==> src/rtl/trace_change_sched_pkg.sv <==
// Shared types and width helpers for the trace change scheduler.
package trace_sched_pkg;

    // Pass sequencing states.
    typedef enum logic [2:0] {
        IDLE,
        SNAP,
        SCAN,
        EMIT,
        DONE
    } state_e;

    // Generic record layout for consumers that want one packed word per record.
    localparam int REC_IDX_W = 16;

    typedef struct packed {
        logic [REC_IDX_W-1:0] inst;
        logic [REC_IDX_W-1:0] var_idx;
        logic                 value;
    } rec_t;

    // Index width for a range of n values; never narrower than one bit.
    function automatic int idx_w(input int n);
        return (n <= 1) ? 1 : $clog2(n);
    endfunction

endpackage

==> src/rtl/trace_change_sched_if.sv <==
// Serial change-record bus between the scheduler and the trace-record consumer.
interface trace_change_sched_if #(
    parameter int IW = 4,
    parameter int VW = 4
);
    logic          rec_valid;
    logic          rec_ready;
    logic [IW-1:0] rec_inst;
    logic [VW-1:0] rec_var;
    logic          rec_value;

    modport master (
        output rec_valid,
        output rec_inst,
        output rec_var,
        output rec_value,
        input  rec_ready
    );

    modport slave (
        input  rec_valid,
        input  rec_inst,
        input  rec_var,
        input  rec_value,
        output rec_ready
    );
endinterface

==> src/rtl/trace_change_sched_shadow_bank.sv <==
// Last-dumped value of every traced var, plus a flag saying the copy is complete.
module trace_shadow_bank #(
    parameter int NBITS = 100,
    parameter int AW    = 7
) (
    input  logic          clk,
    input  logic          rst,
    input  logic [AW-1:0] addr_i,
    output logic          rd_bit_o,
    input  logic          wr_en_i,
    input  logic          wr_bit_i,
    input  logic          set_valid_i,
    input  logic          clear_valid_i,
    output logic          valid_o
);
    logic [NBITS-1:0] bits_q;
    logic             valid_q;

    // Shadow bits only matter once valid_q is set, so they carry no reset.
    always_ff @(posedge clk) begin
        if (wr_en_i) begin
            bits_q[addr_i] <= wr_bit_i;
        end
    end

    // Validity flag: cleared when a pass starts or on reset, set when a pass completes.
    always_ff @(posedge clk) begin
        if (rst) begin
            valid_q <= 1'b0;
        end else if (clear_valid_i) begin
            valid_q <= 1'b0;
        end else if (set_valid_i) begin
            valid_q <= 1'b1;
        end
    end

    assign rd_bit_o = bits_q[addr_i];
    assign valid_o  = valid_q;

endmodule

==> src/rtl/trace_change_sched.sv <==
// Snapshot a bank of one-bit trace vars and emit a record for each var that changed.
module trace_change_sched
    import trace_sched_pkg::*;
#(
    parameter int INSTANCES = 10,
    parameter int VARS      = 10,
    parameter int IW        = idx_w(INSTANCES),
    parameter int VW        = idx_w(VARS),
    parameter int CW        = idx_w(INSTANCES*VARS + 1)
) (
    input  logic                       clk,
    input  logic                       rst,
    input  logic [INSTANCES*VARS-1:0]  sample_i,
    input  logic                       snap_req,
    input  logic                       full_dump,
    output logic                       busy,
    output logic                       done,
    output logic [CW-1:0]              rec_count,
    trace_change_sched_if.master       rec
);
    localparam int NBITS = INSTANCES * VARS;
    localparam int AW    = idx_w(NBITS);

    state_e         state_q, state_d;
    logic           force_q, force_d;
    logic [NBITS-1:0] snap_q;
    logic           snap_load;
    logic [IW-1:0]  cur_inst_q, cur_inst_d;
    logic [VW-1:0]  cur_var_q, cur_var_d;
    logic           rec_valid_q, rec_valid_d;
    logic [IW-1:0]  rec_inst_q, rec_inst_d;
    logic [VW-1:0]  rec_var_q, rec_var_d;
    logic           rec_value_q, rec_value_d;
    logic [CW-1:0]  count_q, count_d;

    logic [AW-1:0]  addr;
    logic           snap_bit;
    logic           shadow_bit;
    logic           shadow_valid;
    logic           sh_wr_en;
    logic           sh_set;
    logic           sh_clr;

    logic           adv_end;
    logic [IW-1:0]  adv_inst;
    logic [VW-1:0]  adv_var;

    // Flat bit position of the cursor; the same address serves snapshot and shadow.
    assign addr     = AW'(int'(cur_inst_q) * VARS + int'(cur_var_q));
    assign snap_bit = snap_q[addr];

    trace_shadow_bank #(
        .NBITS (NBITS),
        .AW    (AW)
    ) u_shadow (
        .clk           (clk),
        .rst           (rst),
        .addr_i        (addr),
        .rd_bit_o      (shadow_bit),
        .wr_en_i       (sh_wr_en),
        .wr_bit_i      (rec_value_q),
        .set_valid_i   (sh_set),
        .clear_valid_i (sh_clr),
        .valid_o       (shadow_valid)
    );

    // Cursor successor: var-minor, wrapping into the next instance; adv_end marks the last var.
    always_comb begin
        adv_end  = (cur_var_q == VW'(VARS - 1)) && (cur_inst_q == IW'(INSTANCES - 1));
        adv_var  = cur_var_q + VW'(1);
        adv_inst = cur_inst_q;
        if (cur_var_q == VW'(VARS - 1)) begin
            adv_var  = '0;
            adv_inst = cur_inst_q + IW'(1);
        end
    end

    // Pass sequencing: next state, cursor, record and shadow controls.
    always_comb begin
        state_d     = state_q;
        force_d     = force_q;
        cur_inst_d  = cur_inst_q;
        cur_var_d   = cur_var_q;
        rec_valid_d = rec_valid_q;
        rec_inst_d  = rec_inst_q;
        rec_var_d   = rec_var_q;
        rec_value_d = rec_value_q;
        count_d     = count_q;
        snap_load   = 1'b0;
        sh_wr_en    = 1'b0;
        sh_set      = 1'b0;
        sh_clr      = 1'b0;

        unique case (state_q)
            IDLE: begin
                if (snap_req) begin
                    state_d = SNAP;
                    force_d = full_dump | ~shadow_valid;
                    count_d = '0;
                    sh_clr  = 1'b1;
                end
            end
            SNAP: begin
                snap_load  = 1'b1;
                cur_inst_d = '0;
                cur_var_d  = '0;
                state_d    = SCAN;
            end
            SCAN: begin
                if (force_q || (snap_bit != shadow_bit)) begin
                    rec_valid_d = 1'b1;
                    rec_inst_d  = cur_inst_q;
                    rec_var_d   = cur_var_q;
                    rec_value_d = snap_bit;
                    state_d     = EMIT;
                end else begin
                    cur_inst_d = adv_inst;
                    cur_var_d  = adv_var;
                    state_d    = adv_end ? DONE : SCAN;
                end
            end
            EMIT: begin
                // The record stays untouched until the consumer takes it.
                if (rec.rec_ready) begin
                    rec_valid_d = 1'b0;
                    sh_wr_en    = 1'b1;
                    count_d     = count_q + CW'(1);
                    cur_inst_d  = adv_inst;
                    cur_var_d   = adv_var;
                    state_d     = adv_end ? DONE : SCAN;
                end
            end
            DONE: begin
                sh_set  = 1'b1;
                state_d = IDLE;
            end
            default: begin
                state_d = IDLE;
            end
        endcase
    end

    // Control and output registers; reset aborts any pass in progress.
    always_ff @(posedge clk) begin
        if (rst) begin
            state_q     <= IDLE;
            force_q     <= 1'b0;
            cur_inst_q  <= '0;
            cur_var_q   <= '0;
            rec_valid_q <= 1'b0;
            rec_inst_q  <= '0;
            rec_var_q   <= '0;
            rec_value_q <= 1'b0;
            count_q     <= '0;
        end else begin
            state_q     <= state_d;
            force_q     <= force_d;
            cur_inst_q  <= cur_inst_d;
            cur_var_q   <= cur_var_d;
            rec_valid_q <= rec_valid_d;
            rec_inst_q  <= rec_inst_d;
            rec_var_q   <= rec_var_d;
            rec_value_q <= rec_value_d;
            count_q     <= count_d;
        end
    end

    // Snapshot of the live bank, frozen for the rest of the pass.
    always_ff @(posedge clk) begin
        if (snap_load) begin
            snap_q <= sample_i;
        end
    end

    assign busy          = (state_q != IDLE);
    assign done          = (state_q == DONE);
    assign rec_count     = count_q;
    assign rec.rec_valid = rec_valid_q;
    assign rec.rec_inst  = rec_inst_q;
    assign rec.rec_var   = rec_var_q;
    assign rec.rec_value = rec_value_q;

endmodule
==> src/flat_wrapper.sv <==
// flat-port wrapper written by rule: the top's interface ports become plain ports
module trace_change_sched_flat import trace_sched_pkg::*;
#(
    parameter int INSTANCES = 10,
    parameter int VARS      = 10,
    parameter int IW        = idx_w(INSTANCES),
    parameter int VW        = idx_w(VARS),
    parameter int CW        = idx_w(INSTANCES*VARS + 1)
)
  (clk, rst, sample_i, snap_req, full_dump, busy, done, rec_count, rec_rec_valid, rec_rec_inst, rec_rec_var, rec_rec_value, rec_rec_ready);
  trace_change_sched_if #(.IW(IW), .VW(VW)) rec_i ();
  input  logic clk;
  input  logic rst;
  input  logic [INSTANCES*VARS-1:0] sample_i;
  input  logic snap_req;
  input  logic full_dump;
  output logic busy;
  output logic done;
  output logic [CW-1:0] rec_count;
  output wire logic [$bits(rec_i.rec_valid)-1:0] rec_rec_valid;
  output wire logic [$bits(rec_i.rec_inst)-1:0] rec_rec_inst;
  output wire logic [$bits(rec_i.rec_var)-1:0] rec_rec_var;
  output wire logic [$bits(rec_i.rec_value)-1:0] rec_rec_value;
  input wire logic [$bits(rec_i.rec_ready)-1:0] rec_rec_ready;
  assign rec_rec_valid = rec_i.rec_valid;
  assign rec_rec_inst = rec_i.rec_inst;
  assign rec_rec_var = rec_i.rec_var;
  assign rec_rec_value = rec_i.rec_value;
  assign rec_i.rec_ready = rec_rec_ready;
  trace_change_sched #(.INSTANCES(INSTANCES), .VARS(VARS), .IW(IW), .VW(VW), .CW(CW)) u_core (.clk(clk), .rst(rst), .sample_i(sample_i), .snap_req(snap_req), .full_dump(full_dump), .busy(busy), .done(done), .rec_count(rec_count), .rec(rec_i));
endmodule
==> config.mk <==
export PLATFORM = sky130hd
export DESIGN_NAME = trace_change_sched_flat
export DESIGN_NICKNAME = d
export VERILOG_FILES = /design/src/rtl/trace_change_sched_pkg.sv /design/src/rtl/trace_change_sched_if.sv /design/src/rtl/trace_change_sched_shadow_bank.sv /design/src/rtl/trace_change_sched.sv /design/src/flat_wrapper.sv
export SDC_FILE = /design/constraint.sdc
export NUM_CORES = 1
export LEC_CHECK = 0
export BUFFER_PORTS_ARGS = -buffer_cell sky130_fd_sc_hd__buf_4
export CAP_MARGIN = 20
export CORE_AREA = 2 2 184 150
export DETAILED_ROUTE_END_ITERATION = 7
export DIE_AREA = 0 0 186 152
export PLACE_DENSITY = 0.55
export SLEW_MARGIN = 25
export SYNTH_ARGS = -nofsm -noshare
export SYNTH_HDL_FRONTEND = slang
export SYNTH_SLANG_ARGS = --single-unit
==> constraint.sdc <==
create_clock -name clk -period 14.55 [get_ports clk]
set_input_delay 2.1825 -clock clk [delete_from_list [all_inputs] [get_ports clk]]
set_output_delay 2.1825 -clock clk [all_outputs]
set_load 0.05 [all_outputs]
; ---- Word level (Yosys, flattened, before mapping)
; Index checks and enable logic that the tools add are counted.
[classes]
add_sub_neg = 4
n_mul = 1
n_mux = 32
n_eq_ne = 11
bitwise = 2
reduce_logical = 15
magnitude_cmp = 2
[op_table]
columns = cell, count
row1 = 100-bit bitwise mux, 1
row2 = 4-bit 2-to-1 mux, 6
row3 = 4-bit one-hot mux with 3 select lines, 2
row4 = 1-bit binary-select mux with 7-bit select, 2
row5 = 7-bit 2-to-1 mux, 2
row6 = 7-bit one-hot mux with 2 select lines, 1
row7 = 3-bit 2-to-1 mux, 4
row8 = 3-bit one-hot mux with 4 select lines, 1
row9 = 1-bit 2-to-1 mux, 11
row10 = 3-bit AND reduction, 3
row11 = 4-bit by 1-bit adder with 4-bit output (second input constant), 2
row12 = 4-bit == test (second input constant), 2
row13 = 7-bit by 8-bit < comparator with 1-bit output (second input constant), 1
row14 = 7-bit by 1-bit adder with 7-bit output (second input constant), 1
row15 = 7-bit by 5-bit adder with 7-bit output, 1
row16 = 1-bit demux with 7-bit select, 1
row17 = 7-bit by 1-bit >= comparator with 1-bit output (second input constant), 1
row18 = 3-bit by 2-bit == test with 1-bit output (second input constant), 2
row19 = 4-bit by 3-bit multiplier with 6-bit output (second input constant), 1
row20 = 2-bit != test (second input constant), 3
row21 = 2-bit AND reduction, 3
row22 = 3-bit nonzero test, 2
row23 = 2-bit nonzero test, 2
row24 = 3-bit by 1-bit == test with 1-bit output (second input constant), 1
row25 = other kinds (10), 11
[totals]
output_inout_bits = 19
reg_bits = 230
input_bits = 105

; ---- Longest topological paths before layout
; Gate-level depths: netlist of run 1.
[depth]
ltp_word = 8
depth_mapped = 15
ltp_nobuf = 13

; ---- Cells and area by module
; Synthesis of run 1 repeated with hierarchy kept, for this count alone.
[hier_totals]
cells_unflattened = 750
area_unflattened_um2 = 10236.1
[modules_own_cells]
columns = mod, area_per_inst_um2, n_inst, cells_per_inst
row1 = trace_change_sched, 5672.9, 1, 380
row2 = trace_shadow_bank, 4563.1, 1, 370

; ---- Worst setup path after synthesis of run 1
; OpenSTA, ideal clock, no wires.
[synth_path]
kind = register to register
start = register u_core.state_q[0]
end = register u_core.cur_inst_q[2]
path_buffers = 1
arrival_ps = 8736
setup_ps = 123
synth_period_minus_slack_ps = 8859
stages_incl_launch_ff = 7
slack_ps = 5691
path_cell_list = dfxtp_1 -> clkbuf_1 -> inv_1 -> nor3_1 -> or2_2 -> nor2_1 -> mux2_1
[synth_between]
elab_chain_len = 3
[synth_lines]
columns = item, line_no
row1 = "start, declared", trace_change_sched.sv:24  ; state_e state_q, state_d;
row2 = "start signal, assigned", trace_change_sched.sv:156  ; state_q <= state_d;
row3 = 3-bit by 2-bit == test with 1-bit output / 3-bit by 1-bit == test with 1-bit output (equally long branches), trace_change_sched.sv:94  ; unique case (state_q)
row4 = 2-bit != test (no line) / 3-bit nonzero test (equally long branches), --
row5 = 3-bit AND reduction (no line), --
row6 = "end signal, assigned", trace_change_sched.sv:158  ; cur_inst_q <= cur_inst_d;
row7 = "end, declared", trace_change_sched.sv:28  ; logic [IW-1:0] cur_inst_q, cur_inst_d;
; Several ways; a longest one is shown, not always the timed one.
; A chain may end at the register's enable or synchronous reset.

; ---- Final worst setup path of run 1
[layout_path]
start = register u_core.cur_inst_q[0]
end = register u_core.cur_inst_q[2]
[layout_between]
elab_chain_len = 8
[layout_lines]
columns = item, line_no
row1 = 4-bit by 3-bit multiplier with 6-bit output, trace_change_sched.sv:49  ; assign addr = AW'(int'(cur_inst_q) * VARS + int'(cur_var_q));
row2 = 7-bit by 5-bit adder with 7-bit output, trace_change_sched.sv:49
row3 = 1-bit binary-select mux with 7-bit select (on tied branches), "trace_change_sched.sv:50, trace_change_sched_shadow_bank.sv:37"
row4 = 1-bit 2-to-1 mux (on tied branches), "trace_change_sched.sv:50, trace_change_sched_shadow_bank.sv:37"
row5 = 1-bit != test, trace_change_sched.sv:110  ; if (force_q || (snap_bit != shadow_bit)) begin
row6 = 1-bit logical OR, trace_change_sched.sv:110
row7 = 2-bit != test (no line), --
row8 = 3-bit AND reduction (no line), --
; Several ways; a longest one is shown, not always the timed one. The select of a mux whose other input is x is not followed.

==> results of run 1 <==
power by group through the flow:
stage	Combinational (uW)	Sequential, uW	Clock [uW]
after floorplan	90.0	775	0
after global placement	133	776	0
after detailed placement	133	776	0
after CTS	133	763	616
after global routing	143	765	644
final	131	762	602
registers in the layout, indices dropped and copies added (netlist names):
| register | count |
|---|---|
| u_core.snap_q | 100 |
| u_core.u_shadow.bits_q | 100 |
| u_core.rec_count | 7 |
| u_core.cur_inst_q | 4 |
| u_core.cur_var_q | 4 |
| u_core.rec.rec_inst | 4 |
| u_core.rec.rec_var | 4 |
| u_core.state_q | 3 |
| u_core.force_q | 1 |
| u_core.rec.rec_valid | 1 |
| u_core.rec.rec_value | 1 |
| u_core.u_shadow.valid_o | 1 |
synthesized netlist by cell type (3+ instances only):
cell type | n | area [sq um]
sky130_fd_sc_hd__a211oi_1 | 5 | 37.5
sky130_fd_sc_hd__o22ai_1 | 8 | 50.1
sky130_fd_sc_hd__a221o_1 | 3 | 30.0
sky130_fd_sc_hd__a221oi_1 | 5 | 43.8
sky130_fd_sc_hd__o21ai_0 | 11 | 55.1
sky130_fd_sc_hd__o41ai_1 | 3 | 26.3
sky130_fd_sc_hd__or3_1 | 4 | 25.0
sky130_fd_sc_hd__dfxtp_1 | 30 | 601
sky130_fd_sc_hd__edfxtp_1 | 200 | 6010
sky130_fd_sc_hd__buf_2 | 8 | 40.0
sky130_fd_sc_hd__mux4_2 | 28 | 631
sky130_fd_sc_hd__o32ai_1 | 3 | 26.3
sky130_fd_sc_hd__buf_4 | 5 | 37.5
sky130_fd_sc_hd__a21o_1 | 3 | 22.5
sky130_fd_sc_hd__mux2i_1 | 44 | 440
sky130_fd_sc_hd__ha_1 | 10 | 125
sky130_fd_sc_hd__nor2_1 | 138 | 518
sky130_fd_sc_hd__buf_6 | 3 | 33.8
sky130_fd_sc_hd__o211ai_1 | 6 | 45.0
sky130_fd_sc_hd__xor2_1 | 4 | 35.0
sky130_fd_sc_hd__and3_1 | 6 | 37.5
sky130_fd_sc_hd__a22oi_1 | 4 | 30.0
sky130_fd_sc_hd__buf_1 | 4 | 15.0
sky130_fd_sc_hd__o221ai_1 | 7 | 61.3
sky130_fd_sc_hd__nand4_1 | 5 | 31.3
sky130_fd_sc_hd__o21a_1 | 3 | 22.5
sky130_fd_sc_hd__nand3_1 | 16 | 80.1
sky130_fd_sc_hd__nand3b_1 | 4 | 30.0
sky130_fd_sc_hd__and2_1 | 3 | 18.8
sky130_fd_sc_hd__inv_1 | 12 | 45.0
sky130_fd_sc_hd__xnor2_1 | 5 | 43.8
sky130_fd_sc_hd__nor2b_1 | 8 | 50.1
sky130_fd_sc_hd__nor3_1 | 8 | 40.0
sky130_fd_sc_hd__a21oi_1 | 17 | 85.1
sky130_fd_sc_hd__nand2b_1 | 6 | 37.5
sky130_fd_sc_hd__mux2_2 | 3 | 33.8
sky130_fd_sc_hd__clkbuf_1 | 22 | 82.6
sky130_fd_sc_hd__nand2_1 | 29 | 109
routing by layer:
metal / vias up / wire length (um) / share of wire (%)
li1: 3009 / - / -
met1: 3102 / 11400 / 48
met2: 179 / 10700 / 45
met3: 35 / 1270 / 5.3
met4: 0 / 523 / 2.2
met5: - / 0 / 0
stage by stage:
stage	power [uW]	utilization (%)	setup WS (ns)	instance area, sq um
4_1_cts	1510	45.6	9.79	12200
2_1_floorplan	865	-	5.69	10200
3_3_place_gp	909	42.7	9.62	11400
6_report	1500	45.6	9.74	12200
3_5_place_dp	910	42.7	9.80	11400
5_1_grt	1550	45.6	9.37	12200
worst max-delay path, stage by stage, from the launching register on:
cell and delay, ns:
sky130_fd_sc_hd__dfxtp_1 0.39, sky130_fd_sc_hd__ha_1 0.27, sky130_fd_sc_hd__fa_2 0.52, sky130_fd_sc_hd__buf_4 0.43
sky130_fd_sc_hd__nor2b_1 0.68, sky130_fd_sc_hd__a221oi_1 0.20, sky130_fd_sc_hd__o21ai_0 0.21, sky130_fd_sc_hd__o21ai_0 0.19
sky130_fd_sc_hd__o41ai_1 0.34, sky130_fd_sc_hd__nor4_2 0.12, sky130_fd_sc_hd__xor2_2 0.23, sky130_fd_sc_hd__o41ai_4 0.52
sky130_fd_sc_hd__o211ai_1 0.20, sky130_fd_sc_hd__mux2_1 0.33
cell usage in the layout, fill, tap and decap left out, types with 12 or more instances in the layout:
cell,instances
sky130_fd_sc_hd__inv_1,12
sky130_fd_sc_hd__a21oi_1,17
sky130_fd_sc_hd__dfxtp_1,28
sky130_fd_sc_hd__mux2i_1,44
sky130_fd_sc_hd__nand3_1,16
sky130_fd_sc_hd__buf_4,130
sky130_fd_sc_hd__clkbuf_16,24
sky130_fd_sc_hd__mux4_2,28
sky130_fd_sc_hd__nor2_1,138
sky130_fd_sc_hd__nand2_1,29
sky130_fd_sc_hd__edfxtp_1,200
worst min path at each step:
| stage | slack, ns | from | endpoint |
|---|---|---|---|
| global route | 0.51 | u_core.rec.rec_valid | u_core.rec.rec_valid |
| floorplan | 0.44 | u_core.u_shadow.valid_o | u_core.u_shadow.valid_o |
| CTS | 0.48 | u_core.u_shadow.valid_o | u_core.u_shadow.valid_o |
| global placement | 0.45 | u_core.u_shadow.valid_o | u_core.u_shadow.valid_o |
| detailed placement | 0.46 | u_core.u_shadow.valid_o | u_core.u_shadow.valid_o |
| finish | 0.47 | u_core.u_shadow.valid_o | u_core.u_shadow.valid_o |
layout make-up:
class	count	area, sq um	share of cell area [%]
Inverter	13	48.8	0.401
Tap cell	364	455	3.74
Timing Repair Buffer	130	976	8.01
Clock buffer	29	639	5.25
Clock inverter	13	138	1.13
Multi-Input combinational cell	443	3310	27.2
Sequential cell	230	6610	54.3
logic make-up (layout without fill, tap and decap cells):
family	count (synthesis)	after routing	synth area share [%]
flip-flops	230	230	65.1
AND/OR/NAND/NOR	243	243	11.1
adder cells (fa/ha/maj)	12	12	1.63
multiplexers	76	76	11.0
AO/OA/AOI/OAI	99	99	7.17
XOR/XNOR	13	13	1.49
buffers and inverters	55	185	2.54
==> impl_results.html, run 1 <==
<table>
<tr><th>Metric</th><th>Value</th></tr>
<tr><th colspan="2">Timing</th></tr>
<tr><td>Setup skew after layout</td><td>0.0185 ns</td></tr>
<tr><td>Slew at the pin closest to its max-slew limit</td><td>0.925 ns</td></tr>
<tr><td>Maximum operating frequency</td><td>208 MHz</td></tr>
<tr><td>Setup TNS</td><td>0 ns</td></tr>
<tr><td>Max-slew violations</td><td>0</td></tr>
<tr><td>Setup repair after global routing missed its margin</td><td>no</td></tr>
<tr><td>Final critical path time including I/O delays and setup</td><td>4.81 ns</td></tr>
<tr><td>Count of endpoints failing setup in the final report</td><td>0</td></tr>
<tr><td>Slew margin rel.</td><td>38.0%</td></tr>
<tr><td>Portion of the clock cycle consumed by the worst path in the final layout</td><td>33.0%</td></tr>
<tr><td>Hold Worst Slack</td><td>0.474 ns</td></tr>
<tr><td>Number of hold-slack violations in the final timing report</td><td>0</td></tr>
<tr><th colspan="2">Global routing</th></tr>
<tr><td>GR Layer Usage met1</td><td>25.6%</td></tr>
<tr><td>GRT met2 Usage</td><td>25.7%</td></tr>
<tr><td>Most utilized layer in the global route result</td><td>met2</td></tr>
<tr><td>Vias in the first global route</td><td>6513</td></tr>
<tr><td>Overall track demand over capacity in global routing</td><td>17.1%</td></tr>
<tr><td>Initial antenna violation count</td><td>0</td></tr>
<tr><td>Met3 GRT Util</td><td>3.43%</td></tr>
<tr><td>Maximum number of pins on one net before global-route repair</td><td>101</td></tr>
<tr><td>Global-route wire length before repair</td><td>37200 um</td></tr>
<tr><td>Gr ovfl total</td><td>0</td></tr>
<tr><th colspan="2">Floorplanning</th></tr>
<tr><td>Standard-cell row count</td><td>54</td></tr>
<tr><td>I/O pin count</td><td>124</td></tr>
<tr><td>Initial cell density of the core</td><td>38.0%</td></tr>
<tr><td>Core Area</td><td>26700 sq um</td></tr>
<tr><td>Die area</td><td>28300 sq um</td></tr>
<tr><td>Horizontal die dimension</td><td>186 um</td></tr>
<tr><td>Floorplan die height</td><td>152 um</td></tr>
<tr><th colspan="2">Critical path</th></tr>
<tr><td>Setup slack, reg-to-reg</td><td>9.74 ns</td></tr>
<tr><td>Sort of element at the end of the critical path</td><td>register</td></tr>
<tr><td>Worst R2R Start</td><td>u_core.cur_inst_q[0]</td></tr>
<tr><td>Arrival time reported for the critical path endpoint</td><td>5.22 ns</td></tr>
<tr><td>Required time of the critical path</td><td>14.96 ns</td></tr>
<tr><td>Register-to-Register Path Depth</td><td>13</td></tr>
<tr><td>Startpoint-to-endpoint class of the critical path</td><td>reg -&gt; reg</td></tr>
<tr><td>Worst setup endpoint</td><td>u_core.cur_inst_q[2]</td></tr>
<tr><td>Launch point of the critical path</td><td>u_core.cur_inst_q[0]</td></tr>
<tr><td>Capture point of the worst reg-to-reg path</td><td>u_core.cur_inst_q[2]</td></tr>
<tr><td>Critical path launch point type</td><td>register</td></tr>
<tr><td>Max FO, Critical Path</td><td>36</td></tr>
<tr><th colspan="2">Cells and area</th></tr>
<tr><td>Cell Count, Final, Fillers Out</td><td>1222</td></tr>
<tr><td>Post-layout nets</td><td>959</td></tr>
<tr><td>Ratio of cells with drive above 1 in the final layout</td><td>24.8%</td></tr>
<tr><td>Layout area overhead</td><td>19.9%</td></tr>
<tr><td>Diodes inserted</td><td>0</td></tr>
<tr><td>Fill cell instance count of the final layout</td><td>2427</td></tr>
<tr><th colspan="2">Synthesis</th></tr>
<tr><td>Number of library cell types mapped by synthesis</td><td>73</td></tr>
<tr><td>Number of synthesized flops with an enable pin</td><td>200</td></tr>
<tr><td>Fraction of the yosys area taken by sequential cells</td><td>65.1%</td></tr>
<tr><td>Cell area after synthesis</td><td>10200 sq um</td></tr>
<tr><td>Warning count from the yosys run</td><td>0</td></tr>
<tr><td>Share of synthesized registers carrying an async set or reset</td><td>0%</td></tr>
<tr><td>Top flip-flop cell by instance count after synthesis</td><td>sky130_fd_sc_hd__edfxtp_1</td></tr>
<tr><td>Synth Net Count</td><td>845</td></tr>
<tr><td>Synthesis-stage register bit count</td><td>230</td></tr>
<tr><td>Average instance area after synthesis</td><td>13.9 sq um</td></tr>
<tr><td>Synthesized netlist cell count</td><td>728</td></tr>
<tr><th colspan="2">Clock tree</th></tr>
<tr><td>Root buf cell</td><td>sky130_fd_sc_hd__clkbuf_16</td></tr>
<tr><td>Clock-pin slew on the worst setup and hold paths</td><td>0.06 ns</td></tr>
<tr><td>Number of buffers added for setup after CTS</td><td>0</td></tr>
<tr><td>Cts hold-fix bufs</td><td>0</td></tr>
<tr><td>Bufs on Longest Clock Path</td><td>3</td></tr>
<tr><td>TritonCTS clock tree</td><td>yes</td></tr>
<tr><td>Num CTS Buffers</td><td>24</td></tr>
<tr><td>H-tree depth reported by CTS</td><td>1</td></tr>
<tr><td>Skew-Pair Late Insertion Delay</td><td>0.53 ns</td></tr>
<tr><td>PostCTS Resize Cnt</td><td>0</td></tr>
<tr><td>TritonCTS Sinks</td><td>230</td></tr>
<tr><th colspan="2">Routing</th></tr>
<tr><td>Pre-antenna DRT Iters</td><td>5</td></tr>
<tr><td>Mean number of vias per cell</td><td>5.18</td></tr>
<tr><td>Routed vias</td><td>6325</td></tr>
<tr><td>Routed Antenna Nets</td><td>0</td></tr>
<tr><td>Wire length after detailed routing</td><td>23800 um</td></tr>
<tr><td>DRC violations left</td><td>0</td></tr>
<tr><td>Routed length per placed instance</td><td>19.5 um</td></tr>
<tr><td>Initial DRC Count</td><td>522</td></tr>
<tr><th colspan="2">Pwr</th></tr>
<tr><td>Clock network power share</td><td>40.3%</td></tr>
<tr><td>P per Cell Area</td><td>123 nW/um^2</td></tr>
<tr><td>Int Power</td><td>1160 uW</td></tr>
<tr><td>Net load switching power</td><td>339 uW</td></tr>
<tr><td>Sequential fraction of design power</td><td>50.9%</td></tr>
<tr><td>Fraction of power spent switching nets</td><td>22.7%</td></tr>
<tr><td>Leakage power figure</td><td>0.00415 uW</td></tr>
<tr><td>Peak supply drop</td><td>0.0741 mV</td></tr>
<tr><td>Power share of the combinational group</td><td>8.8%</td></tr>
<tr><th colspan="2">Run</th></tr>
<tr><td>Number of max-cap violations</td><td>0</td></tr>
<tr><th colspan="2">Place</th></tr>
<tr><td>DP Wirelength</td><td>15600 um</td></tr>
<tr><td>Weighted congestion reported at the end of routability-driven placement</td><td>0.809</td></tr>
<tr><td>Port Buffers</td><td>123</td></tr>
<tr><td>Cells after DPL</td><td>1180</td></tr>
<tr><th colspan="2">Worst hold path</th></tr>
<tr><td>Type of the most critical hold path</td><td>reg -&gt; reg</td></tr>
<tr><td>Depth of the worst hold-timing path</td><td>2</td></tr>
<tr><th colspan="2">Run status</th></tr>
<tr><td>Run status</td><td>completed</td></tr>
</table>
No activity file was read; power rests on OpenSTA's default activity.
==> inputs of run 2 (changes only) <==
ABC_AREA = 1   (was not set)
CORE_AREA = 2 2 186 151   (was 2 2 184 150)
DIE_AREA = 0 0 188 153   (was 0 0 186 152)
clock period = 4.9 ns   (was 14.55 ns; I/O delays follow)
==> run 2 against run 1 <==
- fmax up 25%
- synthesized cell count up 46%
- clock skew down 0.011 ns
- largest power group unchanged
- combinational power rose to 11 times the previous value
- setup slack worse by 8.7 ns
- sequential share of layout area down 0.99 points
- register-to-register slack worse by 8.7 ns
==> impl_results.html, run 2 <==
<table>
<tr><th>Metric</th><th>Value</th></tr>
<tr><th colspan="2">Routing</th></tr>
<tr><td>Routed Antenna Nets</td><td>0</td></tr>
<tr><td>Wire length after detailed routing</td><td>25500 um</td></tr>
<tr><td>DRC violations left</td><td>0</td></tr>
<tr><td>Routed vias</td><td>7620</td></tr>
<tr><td>Pre-antenna DRT Iters</td><td>4</td></tr>
<tr><td>Initial DRC Count</td><td>551</td></tr>
<tr><td>Mean number of vias per cell</td><td>4.90</td></tr>
<tr><td>Routed length per placed instance</td><td>16.4 um</td></tr>
<tr><th colspan="2">Critical path</th></tr>
<tr><td>Launch point of the critical path</td><td>u_core.cur_var_q[1]</td></tr>
<tr><td>Critical path's largest stage delay</td><td>0.64 ns</td></tr>
<tr><td>Sort of element at the end of the critical path</td><td>register</td></tr>
<tr><td>CP cell instances</td><td>ha_1 -&gt; fa_1 -&gt; nor2_2 -&gt; buf_4 -&gt; nand3_1 -&gt; nand2_1 -&gt; nor2_1 -&gt; nand2_1 -&gt; nand3_1 -&gt; nand2_1 -&gt; nand2_1 -&gt; nand2_1 -&gt; nor2_1 -&gt; nand2_2 -&gt; nand3_2 -&gt; nand2_4 -&gt; inv_4 -&gt; o21ai_0 -&gt; a21oi_1</td></tr>
<tr><td>Library cell contributing the largest single delay on the critical path</td><td>sky130_fd_sc_hd__nor2_2</td></tr>
<tr><td>Max FO, Critical Path</td><td>18</td></tr>
<tr><td>Arrival time reported for the critical path endpoint</td><td>4.22 ns</td></tr>
<tr><td>Required time of the critical path</td><td>5.28 ns</td></tr>
<tr><td>Startpoint-to-endpoint class of the critical path</td><td>reg -&gt; reg</td></tr>
<tr><td>Crit-path most repeated cell</td><td>sky130_fd_sc_hd__nand2_1</td></tr>
<tr><td>Worst R2R Start</td><td>u_core.cur_var_q[1]</td></tr>
<tr><td>Combined buffer and inverter count along the critical path</td><td>2</td></tr>
<tr><td>Cell type group with the largest total delay on the critical path</td><td>simple AND/OR/NAND/NOR gates</td></tr>
<tr><td>Critical path launch point type</td><td>register</td></tr>
<tr><th colspan="2">Cells and area</th></tr>
<tr><td>Commonest non-fill, non-tap cell in the layout</td><td>sky130_fd_sc_hd__nand2_1</td></tr>
<tr><td>Post-layout nets</td><td>1291</td></tr>
<tr><td>Final Core Density</td><td>46.0%</td></tr>
<tr><td>Layout area overhead</td><td>19.6%</td></tr>
<tr><td>Most frequent cells in the layout</td><td>sky130_fd_sc_hd__nand2_1 (323), sky130_fd_sc_hd__edfxtp_1 (200), sky130_fd_sc_hd__nor2_1 (179)</td></tr>
<tr><td>Ratio of cells with drive above 1 in the final layout</td><td>16.4%</td></tr>
<tr><td>Final design area excluding fillers</td><td>12400 sq um</td></tr>
<tr><td>Diodes inserted</td><td>0</td></tr>
<tr><th colspan="2">Clock tree</th></tr>
<tr><td>Skew-Pair Late Insertion Delay</td><td>0.52 ns</td></tr>
<tr><td>Bufs on Longest Clock Path</td><td>3</td></tr>
<tr><td>Cts hold-fix bufs</td><td>0</td></tr>
<tr><td>Root buf cell</td><td>sky130_fd_sc_hd__clkbuf_16</td></tr>
<tr><td>Clock-pin slew on the worst setup and hold paths</td><td>0.06 ns</td></tr>
<tr><td>PostCTS Resize Cnt</td><td>0</td></tr>
<tr><td>Number of buffers added for setup after CTS</td><td>0</td></tr>
<tr><td>H-tree depth reported by CTS</td><td>1</td></tr>
<tr><td>TritonCTS Sinks</td><td>230</td></tr>
<tr><td>TritonCTS clock tree</td><td>yes</td></tr>
<tr><td>Num CTS Buffers</td><td>25</td></tr>
<tr><th colspan="2">Worst hold path</th></tr>
<tr><td>Type of the most critical hold path</td><td>in -&gt; reg</td></tr>
<tr><td>HP Start</td><td>sample_i[12]</td></tr>
<tr><th colspan="2">Global routing</th></tr>
<tr><td>GR Layer Usage met1</td><td>26.5%</td></tr>
<tr><td>Gr ovfl total</td><td>0</td></tr>
<tr><td>Vias in the first global route</td><td>7575</td></tr>
<tr><td>Overall track demand over capacity in global routing</td><td>18.1%</td></tr>
<tr><td>Initial antenna violation count</td><td>0</td></tr>
<tr><td>GRT met2 Usage</td><td>27.7%</td></tr>
<tr><td>Most utilized layer in the global route result</td><td>met2</td></tr>
<tr><td>Met3 GRT Util</td><td>3.35%</td></tr>
<tr><td>Maximum number of pins on one net before global-route repair</td><td>102</td></tr>
<tr><td>Global-route wire length before repair</td><td>41300 um</td></tr>
<tr><th colspan="2">Synthesis</th></tr>
<tr><td>Leading area contributor after synthesis</td><td>sky130_fd_sc_hd__edfxtp_1</td></tr>
<tr><td>Top post-synthesis cells by area</td><td>sky130_fd_sc_hd__edfxtp_1 (58%), sky130_fd_sc_hd__nand2_1 (12%), sky130_fd_sc_hd__nor2_1 (6.5%)</td></tr>
<tr><td>Synthesized netlist cell count</td><td>1063</td></tr>
<tr><td>Warning count from the yosys run</td><td>0</td></tr>
<tr><td>Number of synthesized flops with an enable pin</td><td>200</td></tr>
<tr><td>Average instance area after synthesis</td><td>9.76 sq um</td></tr>
<tr><td>Synthesis-stage register bit count</td><td>230</td></tr>
<tr><td>Top flip-flop cell by instance count after synthesis</td><td>sky130_fd_sc_hd__edfxtp_1</td></tr>
<tr><td>Share of Yosys cell area claimed by the top area cell type</td><td>57.9%</td></tr>
<tr><td>Top post-synthesis cells by count</td><td>sky130_fd_sc_hd__nand2_1 (323), sky130_fd_sc_hd__edfxtp_1 (200), sky130_fd_sc_hd__nor2_1 (180)</td></tr>
<tr><td>Number of library cell types mapped by synthesis</td><td>39</td></tr>
<tr><td>Top-count cell post-synth</td><td>sky130_fd_sc_hd__nand2_1</td></tr>
<tr><td>Synth Net Count</td><td>1180</td></tr>
<tr><td>Share of synthesized registers carrying an async set or reset</td><td>0%</td></tr>
<tr><td>Fraction of the yosys area taken by sequential cells</td><td>63.7%</td></tr>
<tr><td>Cell area after synthesis</td><td>10400 sq um</td></tr>
<tr><th colspan="2">Timing</th></tr>
<tr><td>Slew margin rel.</td><td>37.8%</td></tr>
<tr><td>Count of endpoints failing setup in the final report</td><td>0</td></tr>
<tr><td>Slew at the pin closest to its max-slew limit</td><td>0.933 ns</td></tr>
<tr><td>Number of hold-slack violations in the final timing report</td><td>0</td></tr>
<tr><td>Setup TNS</td><td>0 ns</td></tr>
<tr><td>Setup repair after global routing missed its margin</td><td>no</td></tr>
<tr><td>Setup skew after layout</td><td>0.00699 ns</td></tr>
<tr><td>Max-slew violations</td><td>0</td></tr>
<tr><td>Final critical path time including I/O delays and setup</td><td>3.84 ns</td></tr>
<tr><td>Portion of the clock cycle consumed by the worst path in the final layout</td><td>78.3%</td></tr>
<tr><td>Maximum operating frequency</td><td>261 MHz</td></tr>
<tr><th colspan="2">Place</th></tr>
<tr><td>Weighted congestion reported at the end of routability-driven placement</td><td>0.819</td></tr>
<tr><td>Cell Area, Placed</td><td>11500 sq um</td></tr>
<tr><td>DP Wirelength</td><td>16000 um</td></tr>
<tr><td>Port Buffers</td><td>123</td></tr>
<tr><th colspan="2">Run status</th></tr>
<tr><td>Run status</td><td>completed</td></tr>
<tr><th colspan="2">Floorplanning</th></tr>
<tr><td>Horizontal die dimension</td><td>188 um</td></tr>
<tr><td>Die area</td><td>28800 sq um</td></tr>
<tr><td>Core Area</td><td>27000 sq um</td></tr>
<tr><td>I/O pin count</td><td>124</td></tr>
<tr><td>Initial cell density of the core</td><td>38.5%</td></tr>
<tr><td>Floorplan die height</td><td>153 um</td></tr>
<tr><td>Standard-cell row count</td><td>54</td></tr>
<tr><th colspan="2">Pwr</th></tr>
<tr><td>Leakage power figure</td><td>0.00479 uW</td></tr>
<tr><td>Peak supply drop</td><td>0.270 mV</td></tr>
<tr><td>P per Cell Area</td><td>485 nW/um^2</td></tr>
<tr><th colspan="2">Run</th></tr>
<tr><td>Number of max-cap violations</td><td>0</td></tr>
</table>
## run 2: cell count changes after synthesis, moves of 9 or more
cell | before | now
sky130_fd_sc_hd__a21oi_1 | 17 | 29
sky130_fd_sc_hd__buf_2 | 8 | 19
sky130_fd_sc_hd__clkbuf_1 | 22 | 10
sky130_fd_sc_hd__inv_1 | 12 | 44
sky130_fd_sc_hd__inv_2 | 0 | 9
sky130_fd_sc_hd__mux2i_1 | 44 | 0
sky130_fd_sc_hd__mux4_2 | 28 | 0
sky130_fd_sc_hd__nand2_1 | 29 | 323
sky130_fd_sc_hd__nand3_1 | 16 | 111
sky130_fd_sc_hd__nor2_1 | 138 | 180
sky130_fd_sc_hd__o21ai_0 | 11 | 25
## run 2: routing by layer
layer  vias to the layer above  routed length [um]
met4                         0                 619
li1                       3784                   -
met1                      3577               12200
met3                        42                1480
met5                         -                   0
met2                       217               11200
## run 2: worst register-to-register path, delay by kind of cell, from the launching register on
| kind | cells | cell delay [ns] |
|---|---|---|
| buf+inv | 2 | 0.47 |
| flops | 1 | 0.46 |
| compound gates | 2 | 0.24 |
| fa+ha+maj | 2 | 0.79 |
| simple gates | 13 | 1.75 |
## run 2: path summary, 6_finish.rpt
check	to	cells after the start	slack, ns
worst max-delay path	u_core.rec.rec_var[0]	19	1.06
worst min-delay path	u_core.snap_q[12]	1	0.39
worst max register to register	u_core.rec.rec_var[0]	19	1.06
worst min register to register	u_core.force_q	1	0.45
## run 2: cell type report
cell class / count / area (sq um)
clock inverter: 17 / 230
inverter: 57 / 218
clock buffer: 28 / 637
multi-input combinational: 729 / 3260
tap: 364 / 455
fill: 2602 / 14600
sequential: 230 / 6610
timing repair buffer: 131 / 996
## run 2: through the flow
step,cells,hold WS [ns],power (uW),setup slack [ns]
final,1556,0.388,6010,1.06
after detailed placement,1511,0.436,4050,1.08
after global routing,1556,0.375,6330,0.755
after floorplan,1063,0.409,3630,1.39
after CTS,1556,0.371,6050,1.08
after global placement,1511,0.430,4040,1.17
## run 2: kinds of logic after synthesis
group	count (synthesis)	share of synthesized area (%)
AND/OR/NAND/NOR	636	25.2
flip-flops	230	63.7
buffers and inverters	104	4.97
AO/OA/AOI/OAI	75	3.91
adder cells (fa/ha/maj)	12	1.59
XOR/XNOR	6	0.579
## run 2: where the power goes
group | total, uW | leakage, uW | switching, uW | internal, uW
clock network | 2010 | 0.000418 | 762 | 1240
logic | 1450 | 0.00227 | 1040 | 409
registers | 2560 | 0.00209 | 86.7 | 2470
==> inputs of run 3 (changes only) <==
ABC_AREA = 0   (was 1)
CORE_AREA = 2 2 184 150   (was 2 2 186 151)
DIE_AREA = 0 0 186 152   (was 0 0 188 153)
PLACE_DENSITY = 0.57   (was 0.55)
clock period = 3.1 ns   (was 4.9 ns; I/O delays follow)
==> run 3 against run 2 <==
- the flow now finishes with violations (negative setup slack)
- setup slack worse by 1.7 ns
- final cell count down 13%
- first-iteration DRC count grew 9.4%
- die area decreased by 1.7%
- register-to-register slack got worse by 1.7 ns
- final area up 10%
- largest cell class unchanged
- largest power group unchanged
- highest routed layer unchanged
==> impl_results.html, run 3 (same netlist as run 1, synthesis figures left out) <==
<table>
<tr><th>Metric</th><th>Value</th></tr>
<tr><th colspan="2">Timing</th></tr>
<tr><td>Setup ws final</td><td>-0.684 ns</td></tr>
<tr><td>Setup repair after global routing missed its margin</td><td>yes</td></tr>
<tr><td>Max-slew violations</td><td>0</td></tr>
<tr><td>Slew margin rel.</td><td>45.5%</td></tr>
<tr><td>Maximum operating frequency</td><td>264 MHz</td></tr>
<tr><td>Slew at the pin closest to its max-slew limit</td><td>0.815 ns</td></tr>
<tr><td>Final critical path time including I/O delays and setup</td><td>3.78 ns</td></tr>
<tr><td>Number of hold-slack violations in the final timing report</td><td>0</td></tr>
<tr><td>Setup TNS</td><td>-12.99 ns</td></tr>
<tr><td>Setup skew after layout</td><td>0.0121 ns</td></tr>
<tr><td>Portion of the clock cycle consumed by the worst path in the final layout</td><td>122%</td></tr>
<tr><td>Hold Worst Slack</td><td>0.116 ns</td></tr>
<tr><td>Count of endpoints failing setup in the final report</td><td>33</td></tr>
<tr><th colspan="2">Critical path</th></tr>
<tr><td>Max FO, Critical Path</td><td>5</td></tr>
<tr><td>Sort of element at the end of the critical path</td><td>register</td></tr>
<tr><td>Required time of the critical path</td><td>3.49 ns</td></tr>
<tr><td>Capture point of the worst reg-to-reg path</td><td>u_core.cur_inst_q[1]</td></tr>
<tr><td>Register-to-Register Path Depth</td><td>13</td></tr>
<tr><td>Worst setup endpoint</td><td>u_core.cur_inst_q[1]</td></tr>
<tr><td>Critical path launch point type</td><td>register</td></tr>
<tr><td>Setup slack, reg-to-reg</td><td>-0.68 ns</td></tr>
<tr><td>Arrival time reported for the critical path endpoint</td><td>4.17 ns</td></tr>
<tr><td>Launch point of the critical path</td><td>u_core.cur_inst_q[0]</td></tr>
<tr><td>Worst R2R Start</td><td>u_core.cur_inst_q[0]</td></tr>
<tr><td>Startpoint-to-endpoint class of the critical path</td><td>reg -&gt; reg</td></tr>
<tr><th colspan="2">Floorplanning</th></tr>
<tr><td>Die area</td><td>28300 sq um</td></tr>
<tr><td>Horizontal die dimension</td><td>186 um</td></tr>
<tr><td>Core Area</td><td>26700 sq um</td></tr>
<tr><td>I/O pin count</td><td>124</td></tr>
<tr><td>Floorplan die height</td><td>152 um</td></tr>
<tr><td>Initial cell density of the core</td><td>38.0%</td></tr>
<tr><td>Standard-cell row count</td><td>54</td></tr>
<tr><th colspan="2">Place</th></tr>
<tr><td>Weighted congestion reported at the end of routability-driven placement</td><td>0.851</td></tr>
<tr><td>Dpl ws</td><td>-0.789 ns</td></tr>
<tr><td>Cells after DPL</td><td>1290</td></tr>
<tr><td>Port Buffers</td><td>123</td></tr>
<tr><td>DP Wirelength</td><td>18300 um</td></tr>
<tr><td>Cell Area, Placed</td><td>12400 sq um</td></tr>
<tr><th colspan="2">Clock tree</th></tr>
<tr><td>TritonCTS clock tree</td><td>yes</td></tr>
<tr><td>Num CTS Buffers</td><td>24</td></tr>
<tr><td>TritonCTS Sinks</td><td>230</td></tr>
<tr><td>Bufs on Longest Clock Path</td><td>3</td></tr>
<tr><td>Clock-pin slew on the worst setup and hold paths</td><td>0.06 ns</td></tr>
<tr><td>Skew-Pair Late Insertion Delay</td><td>0.52 ns</td></tr>
<tr><td>H-tree depth reported by CTS</td><td>1</td></tr>
<tr><td>Root buf cell</td><td>sky130_fd_sc_hd__clkbuf_16</td></tr>
<tr><th colspan="2">Cells and area</th></tr>
<tr><td>Footprint of the multi-input gates</td><td>3660 sq um</td></tr>
<tr><td>Layout area overhead</td><td>34.7%</td></tr>
<tr><td>Fill cell instance count of the final layout</td><td>2282</td></tr>
<tr><td>Diodes inserted</td><td>0</td></tr>
<tr><td>Cell Count, Final, Fillers Out</td><td>1351</td></tr>
<tr><td>Final design area excluding fillers</td><td>13700 sq um</td></tr>
<tr><td>Area taken by flip-flops and latches</td><td>6620 sq um</td></tr>
<tr><td>Ratio of cells with drive above 1 in the final layout</td><td>40.2%</td></tr>
<tr><td>Most frequent cells in the layout</td><td>sky130_fd_sc_hd__buf_4 (236), sky130_fd_sc_hd__edfxtp_1 (200), sky130_fd_sc_hd__nor2_1 (124)</td></tr>
<tr><td>Commonest non-fill, non-tap cell in the layout</td><td>sky130_fd_sc_hd__buf_4</td></tr>
<tr><td>Post-layout nets</td><td>1087</td></tr>
<tr><th colspan="2">Routing</th></tr>
<tr><td>Routed Antenna Nets</td><td>0</td></tr>
<tr><td>Routed vias</td><td>7026</td></tr>
<tr><td>Wire length after detailed routing</td><td>26200 um</td></tr>
<tr><td>DRC violations left</td><td>0</td></tr>
<tr><td>Initial DRC Count</td><td>603</td></tr>
<tr><td>Routed length per placed instance</td><td>19.4 um</td></tr>
<tr><td>Mean number of vias per cell</td><td>5.20</td></tr>
<tr><td>Pre-antenna DRT Iters</td><td>5</td></tr>
<tr><th colspan="2">Worst hold path</th></tr>
<tr><td>Depth of the worst hold-timing path</td><td>1</td></tr>
<tr><td>Type of the most critical hold path</td><td>in -&gt; reg</td></tr>
<tr><th colspan="2">Pwr</th></tr>
<tr><td>P per Cell Area</td><td>523 nW/um^2</td></tr>
<tr><td>Leakage power figure</td><td>0.00492 uW</td></tr>
<tr><td>Peak supply drop</td><td>0.338 mV</td></tr>
<tr><th colspan="2">Global routing</th></tr>
<tr><td>Initial antenna violation count</td><td>0</td></tr>
<tr><td>Vias in the first global route</td><td>7032</td></tr>
<tr><td>Maximum number of pins on one net before global-route repair</td><td>85</td></tr>
<tr><td>Overall track demand over capacity in global routing</td><td>18.7%</td></tr>
<tr><td>Global-route wire length before repair</td><td>40100 um</td></tr>
<tr><td>Gr ovfl total</td><td>0</td></tr>
<tr><th colspan="2">Run status</th></tr>
<tr><td>Run status</td><td>complete, but fails checks</td></tr>
<tr><td>Violated checks</td><td>negative setup slack</td></tr>
<tr><th colspan="2">Run</th></tr>
<tr><td>Number of max-cap violations</td><td>0</td></tr>
</table>
run 3: changes by cell type in the layout (fill, tap and decap cells not counted), moves of 8 or more:
cell	delta
sky130_fd_sc_hd__nand2_1	-300
sky130_fd_sc_hd__buf_4	+106
sky130_fd_sc_hd__nand3_1	-99
sky130_fd_sc_hd__nor2_1	-55
sky130_fd_sc_hd__mux2i_1	+44
sky130_fd_sc_hd__inv_1	-33
sky130_fd_sc_hd__mux4_2	+28
sky130_fd_sc_hd__o21ai_0	-18
sky130_fd_sc_hd__a21oi_1	-16
sky130_fd_sc_hd__nor2_2	+12
sky130_fd_sc_hd__buf_12	+10
sky130_fd_sc_hd__buf_6	+8
sky130_fd_sc_hd__inv_2	-8
run 3: what timing repair did:
item,in CTS,in global routing
resized for setup,56,30
setup buffers,15,3
hold buffers,0,0
pin swaps,13,9
gates cloned,1,0
endpoints found under the setup margin,56,91
run 3: worst min path at each step:
stage                            start                      end  slack [ns]
3_5_place_dp      u_core.rec.rec_valid     u_core.rec.rec_valid        0.46
5_1_grt                   sample_i[71]        u_core.snap_q[71]        0.09
4_1_cts                   sample_i[28]        u_core.snap_q[28]        0.09
3_3_place_gp      u_core.rec.rec_valid     u_core.rec.rec_valid        0.45
6_report                  sample_i[25]        u_core.snap_q[25]        0.12
2_1_floorplan  u_core.u_shadow.valid_o  u_core.u_shadow.valid_o        0.44
run 3: stage by stage:
step / utilization, % / power [uW]
floorplan: - / 4050
global placement: 46.3 / 4390
detailed placement: 46.3 / 4390
CTS: 50.7 / 7220
global route: 51.2 / 7420
finish: 51.2 / 7150
run 3: area by class of cell:
class / count / share of cell area [%]
multi-input cells: 443 / 26.8
flip-flops and latches: 230 / 48.4
clock buffers: 35 / 5.00
clock inverters: 8 / 0.531
inverters: 13 / 0.357
repair buffers: 258 / 15.6
well taps: 364 / 3.33
run 3: per-layer routing:
layer | share of wire, % | routed length, um | global-route usage, %
met5 | 0 | 0 | 0
met4 | 2.5 | 646 | 5.32
met3 | 6.5 | 1710 | 3.02
met2 | 45 | 11800 | 27.7
met1 | 46 | 12100 | 28.4
run 3: worst max-delay path: stages (launching register included):
cell                       delay, ns
sky130_fd_sc_hd__dfxtp_2        0.37
sky130_fd_sc_hd__ha_2           0.29
sky130_fd_sc_hd__ha_2           0.40
sky130_fd_sc_hd__xor2_2         0.36
sky130_fd_sc_hd__buf_4          0.23
sky130_fd_sc_hd__mux4_2         0.53
sky130_fd_sc_hd__nand4b_1       0.24
sky130_fd_sc_hd__o41ai_2        0.11
sky130_fd_sc_hd__nor4_4         0.11
sky130_fd_sc_hd__xor2_4         0.23
sky130_fd_sc_hd__buf_6          0.15
sky130_fd_sc_hd__o41ai_2        0.31
sky130_fd_sc_hd__nor2b_4        0.22
sky130_fd_sc_hd__o32ai_2        0.09
run 3: power breakdown:
part / total (uW) / switching (uW) / internal (uW)
clock network: 2770 / 1160 / 1610
logic: 809 / 395 / 415
registers: 3570 / 69.2 / 3500
